==> config.mk <==
export PLATFORM = sky130hd
export DESIGN_NAME = mul_nnbit_s01_abs_itera
export DESIGN_NICKNAME = d
export VERILOG_FILES = /design/src/rtl/mul_nnbit_s01_abs_itera.sv
export SDC_FILE = /design/constraint.sdc
export NUM_CORES = 1
export LEC_CHECK = 0
export ABC_AREA = 1
export BUFFER_PORTS_ARGS = -buffer_cell sky130_fd_sc_hd__clkbuf_2
export CAP_MARGIN = 10
export CELL_PAD_IN_SITES_DETAIL_PLACEMENT = 1
export CELL_PAD_IN_SITES_GLOBAL_PLACEMENT = 1
export CORE_MARGIN = 4
export CORE_UTILIZATION = 44
export CTS_CLUSTER_SIZE = 25
export DETAILED_ROUTE_END_ITERATION = 16
export GPL_ROUTABILITY_DRIVEN = 1
export MAX_ROUTING_LAYER = met4
export PLACE_DENSITY_LB_ADDON = 0.1
export SYNTH_ARGS = -nofsm -noshare
export SYNTH_HDL_FRONTEND = slang
export SYNTH_SLANG_ARGS = --single-unit
==> constraint.sdc <==
create_clock -name i_clk -period 3.9 [get_ports i_clk]
set_input_delay 0.39 -clock i_clk [delete_from_list [all_inputs] [get_ports i_clk]]
set_output_delay 0.39 -clock i_clk [all_outputs]
set_load 0.1 [all_outputs]
==> src/rtl/mul_nnbit_s01_abs_itera.sv <==
// Iterative shift-add multiplier (signed/unsigned), one multiplier bit per cycle on |x|*|y|.
// Optional MUL_EARLY_TERM_EN: stop CALC once no multiplier bits remain.
module mul_nnbit_s01_abs_itera #(
    parameter int DATA_WIDTH = 8
) (
    input  logic                      i_clk,
    input  logic                      i_rst_n,
    input  logic                      i_valid,
    input  logic                      i_signed,
    input  logic [DATA_WIDTH-1:0]     i_num_x,
    input  logic [DATA_WIDTH-1:0]     i_num_y,
    output logic                      o_ready,
    output logic [2*DATA_WIDTH-1:0]   o_res,
    output logic                      o_valid
);
    localparam int W  = DATA_WIDTH;
    localparam int PW = 2 * DATA_WIDTH;
    localparam int CW = $clog2(DATA_WIDTH);

    typedef enum logic [1:0] {IDLE, CALC, DONE} state_t;

    state_t          state, state_n;
    logic [PW-1:0]   mcand, acc, acc_n;
    logic [W-1:0]    mplr, abs_x, abs_y;
    logic [CW-1:0]   cnt;
    logic            neg, accept, last;

    // Magnitudes as W-bit unsigned: -2^(W-1) maps to 2^(W-1) without overflow.
    assign abs_x  = (i_signed & i_num_x[W-1]) ? W'(-i_num_x) : i_num_x;
    assign abs_y  = (i_signed & i_num_y[W-1]) ? W'(-i_num_y) : i_num_y;
    assign accept = i_valid & o_ready;
    assign acc_n  = acc + (mplr[0] ? mcand : '0);

`ifdef MUL_EARLY_TERM_EN
    assign last = (cnt == CW'(W - 1)) || ((mplr >> 1) == '0);
`else
    assign last = (cnt == CW'(W - 1));
`endif

    always_ff @(posedge i_clk or negedge i_rst_n) begin
        if (!i_rst_n) state <= IDLE;
        else          state <= state_n;
    end

    always_comb begin
        state_n = state;
        case (state)
            IDLE:    if (accept) state_n = CALC;
            CALC:    if (last)   state_n = DONE;
            DONE:    state_n = IDLE;
            default: state_n = IDLE;
        endcase
    end

    always_comb begin
        o_ready = (state == IDLE);
    end

    always_ff @(posedge i_clk or negedge i_rst_n) begin
        if (!i_rst_n) begin
            mcand   <= '0;
            mplr    <= '0;
            acc     <= '0;
            cnt     <= '0;
            neg     <= 1'b0;
            o_res   <= '0;
            o_valid <= 1'b0;
        end else begin
            o_valid <= (state == CALC) && last;
            if (accept) begin
                mcand <= {{W{1'b0}}, abs_x};
                mplr  <= abs_y;
                acc   <= '0;
                cnt   <= '0;
                neg   <= i_signed & (i_num_x[W-1] ^ i_num_y[W-1]);
            end else if (state == CALC) begin
                acc   <= acc_n;
                mcand <= mcand << 1;
                mplr  <= mplr >> 1;
                cnt   <= cnt + 1'b1;
                // Sign is applied only once, on the final accumulate.
                if (last) o_res <= neg ? PW'(-acc_n) : acc_n;
            end
        end
    end
endmodule
==> impl_metrics.py <==
metrics = {
    "outcome": {
        "outcome": "finished, final reports clean",
    },
    "yosys": {
        "ys_seq_area_frac": 0.3783,
        "yosys.cell_types.count": 36,
        "syn_inst": 578,
        "synthArstFlopShare": 1.000,
        "synth_edf_count": 0,
        "synth_flop_cell": "dfrtp_1",
        "avgSynthCellArea_um2": 7.211,
        "ys_ff_latch": 63,
        "synth_fp_nets": 619,
        "ys_warn_count": 0,
        "netlist_area_um2": 4168,
    },
    "worst_setup_path": {
        "crit_chain": "nand2_1 -> inv_1 -> ha_1 -> fa_1 -> inv_1 -> ha_1 -> inv_1 -> nor2_1 -> nand2_2 -> nor2_4 -> nand3_2 -> o21ai_4 -> nand4_1 -> nand3_1 -> nand2_1",
        "cp.arrival_ns": 3.20,
        "critPathCaptureType": "register",
        "path_class": "register to register",
        "cpMostUsedCell": "inv_1",
        "r2r_start": "mplr[0]$_DFFE_PN0P_",
        "critical_path_required_ns": 4.16,
        "crit_path_max_incr_delay_ns": 0.66,
        "reg2reg_depth": 15,
        "reg2reg_slack_ns": 0.95,
        "crit_slowest_cell": "dfrtp_1",
        "r2r_end": "o_res[14]$_DFFE_PN0P_",
        "worstSetupStartpointType": "register",
        "critPathMaxFanout": 17,
    },
    "die": {
        "fp.dieArea_um2": 11090,
        "ioPinCount": 38,
        "core.rowCount": 35,
        "coreArea_um2": 9240,
        "die_width_um": 105.3,
        "fp.dieH_um": 105.3,
        "start_util": 0.4510,
    },
    "sta": {
        "worst_slack_ns": 0.9524,
        "finClkSkew_ns": 0.01734,
        "max_slew_margin": 0.4679,
        "worst_pin_slew_ns": 0.7982,
        "finalSetupTns_ns": 0,
        "min_period_ns": 2.948,
        "max_freq_ghz": 0.3393,
        "rsz0062_at_grt": "false",
        "setup_viol": 0,
        "finalCritPeriodShare": 0.7558,
        "slew_violations": 0,
        "final-hold-violation-count": 0,
    },
    "clock_tree": {
        "cts_buffer_depth": 2,
        "cts-root-buf": "clkbuf_8",
        "clkLatencyLatePin_ns": 0.36,
        "cts_setup_buffers": 0,
        "ctsHoldBuffers": 0,
        "cts_sinks": 63,
        "clk_pin_slew_worst_paths_ns": 0.08,
        "htree_levels": 3,
        "cts_resized": 0,
        "cts_made_buffers": 9,
        "cts_tree": "done",
    },
    "layout": {
        "diodes": 0,
        "syn_to_final_growth_pct": 12.37,
        "seqCellArea_um2": 1577,
        "finalInstanceArea_um2": 4683,
        "fin_nets": 657,
        "fill_cells": 1217,
        "drive_above_1_share": 0.1449,
        "multi_input_area_um2": 2203,
    },
    "place": {
        "port-buffer-count": 37,
        "placed_cell_area_um2": 4487,
        "gp_congestion": 0.8432,
        "dp_slack_ns": 1.010,
        "hpwlAfterDp_mm": 8.417,
    },
    "global_route": {
        "overflow": 0,
        "grt_max_degree": 36,
        "antenna_found_initial": 0,
        "grt_pass1_vias": 4239,
        "grtUsageTotal": 0.2273,
        "grt_pass1_wl_mm": 19.95,
    },
    "routing": {
        "drc": 0,
        "first_pass_iters": 4,
        "antenna_left": 0,
        "vias": 3836,
        "vias_per_cell": 5.115,
        "wl_per_cell_um": 14.80,
        "drt-total-wl_mm": 11.10,
        "first_iter_violations": 126,
    },
    "run": {
        "cap_violations": 0,
    },
    "hold_path": {
        "hold_class": "primary input to async pin",
    },
}
==> how the worst max path moves through the flow <==
| stage | start | end | slack (ns) | cells after the start |
|---|---|---|---|---|
| 2_1_floorplan | state[0]$_DFFE_PN0P_ | mplr[5]$_DFFE_PN0P_ | 0.93 | 7 |
| 3_3_place_gp | mplr[0]$_DFFE_PN0P_ | o_res[14]$_DFFE_PN0P_ | 1.14 | 15 |
| 3_5_place_dp | mplr[0]$_DFFE_PN0P_ | o_res[14]$_DFFE_PN0P_ | 1.01 | 15 |
| 4_1_cts | mplr[0]$_DFFE_PN0P_ | o_res[14]$_DFFE_PN0P_ | 0.91 | 15 |
| 5_1_grt | mplr[0]$_DFFE_PN0P_ | o_res[14]$_DFFE_PN0P_ | 0.54 | 15 |
| 6_report | mplr[0]$_DFFE_PN0P_ | o_res[14]$_DFFE_PN0P_ | 0.95 | 15 |
==> layout by cell type (no fill, tap or decap), types with 4 or more instances in the layout <==
master,netlist,routed
nand3_2,5,5
nor3_1,5,5
inv_1,84,84
nand2_2,12,12
nor2_1,30,29
nand3_1,26,26
nand3b_1,5,5
nand2_4,4,4
clkbuf_8,0,9
clkbuf_2,0,37
o22ai_1,10,10
a21oi_1,16,16
o21ai_0,55,55
o21ai_1,4,4
buf_4,0,4
dfrtp_1,63,63
nand2_1,181,181
a22o_1,4,4
inv_2,4,4
xor2_1,13,13
ha_1,20,20
==> cell families after synthesis <==
group,count (synthesis),share of synthesized area
fa+ha+maj,21,0.06485
compound gates,100,0.1360
xor+xnor,15,0.03152
flops,63,0.3783
simple gates,277,0.2957
buf+inv,102,0.09366
==> cells in the mapped netlist (2+ instances only) <==
cell type    n  share of area
ha_1        20          0.060
xnor2_1      2         0.0042
o211ai_1     3         0.0054
nand2_2     12          0.018
inv_2        4         0.0036
dfrtp_1     63           0.38
a22o_1       4         0.0084
clkbuf_1     7         0.0063
nand3b_1     5         0.0090
nor3_1       5         0.0060
nand3_1     26          0.031
nand4_1      3         0.0045
buf_2        6         0.0072
o21ai_1      4         0.0048
nor2_4       3         0.0081
xor2_1      13          0.027
o21ai_0     55          0.066
nand3_2      5          0.012
a21oi_1     16          0.019
inv_1       84          0.076
a22oi_1      2         0.0036
o22ai_1     10          0.015
nor2_1      30          0.027
nand2_1    181           0.16
nand2_4      4          0.011
==> state kept, by name, indices dropped and copies added, names as in the netlist <==
signal / count
neg: 1
mplr: 8
cnt: 3
state: 2
o_valid: 1
acc: 16
o_res: 16
mcand: 16
==> final cells by class <==
type,instances,share of cell area
clock inverters,7,0.01550
multi-input cells,413,0.4705
repair buffers,41,0.04595
clock buffers,9,0.02645
inverters,88,0.07053
well taps,129,0.03446
flip-flops and latches,63,0.3366
==> worst max-delay path: cells and delay by family, from the launching register on <==
family / cells / cell delay (ns)
AND/OR/NAND/NOR: 8 / 0.81
AO/OA/AOI/OAI: 1 / 0.23
adder cells (fa/ha/maj): 3 / 0.88
buffers and inverters: 3 / 0.26
flip-flops: 1 / 0.66
==> metal layers <==
metal / up-vias / part of all wire / GRT usage / routed length [um]
li1: 1915 / - / - / -
met1: 1848 / 0.43 / 0.2544 / 4735
met2: 51 / 0.53 / 0.4057 / 5830
met3: 22 / 0.025 / 0.04164 / 280
met4: 0 / 0.023 / 0.07873 / 255
met5: - / 0 / - / 0
==> stage by stage <==
stage,utilization,instances,hold WS [ns]
global placement,0.4856,734,0.4616
global route,0.5068,750,0.1515
floorplan,-,578,0.09441
finish,0.5068,750,0.1037
detailed placement,0.4856,734,0.4732
CTS,0.5068,750,0.1124
Power is not shown: default switching activity piles up to over one toggle a cycle in this logic, so the estimate is an artifact.
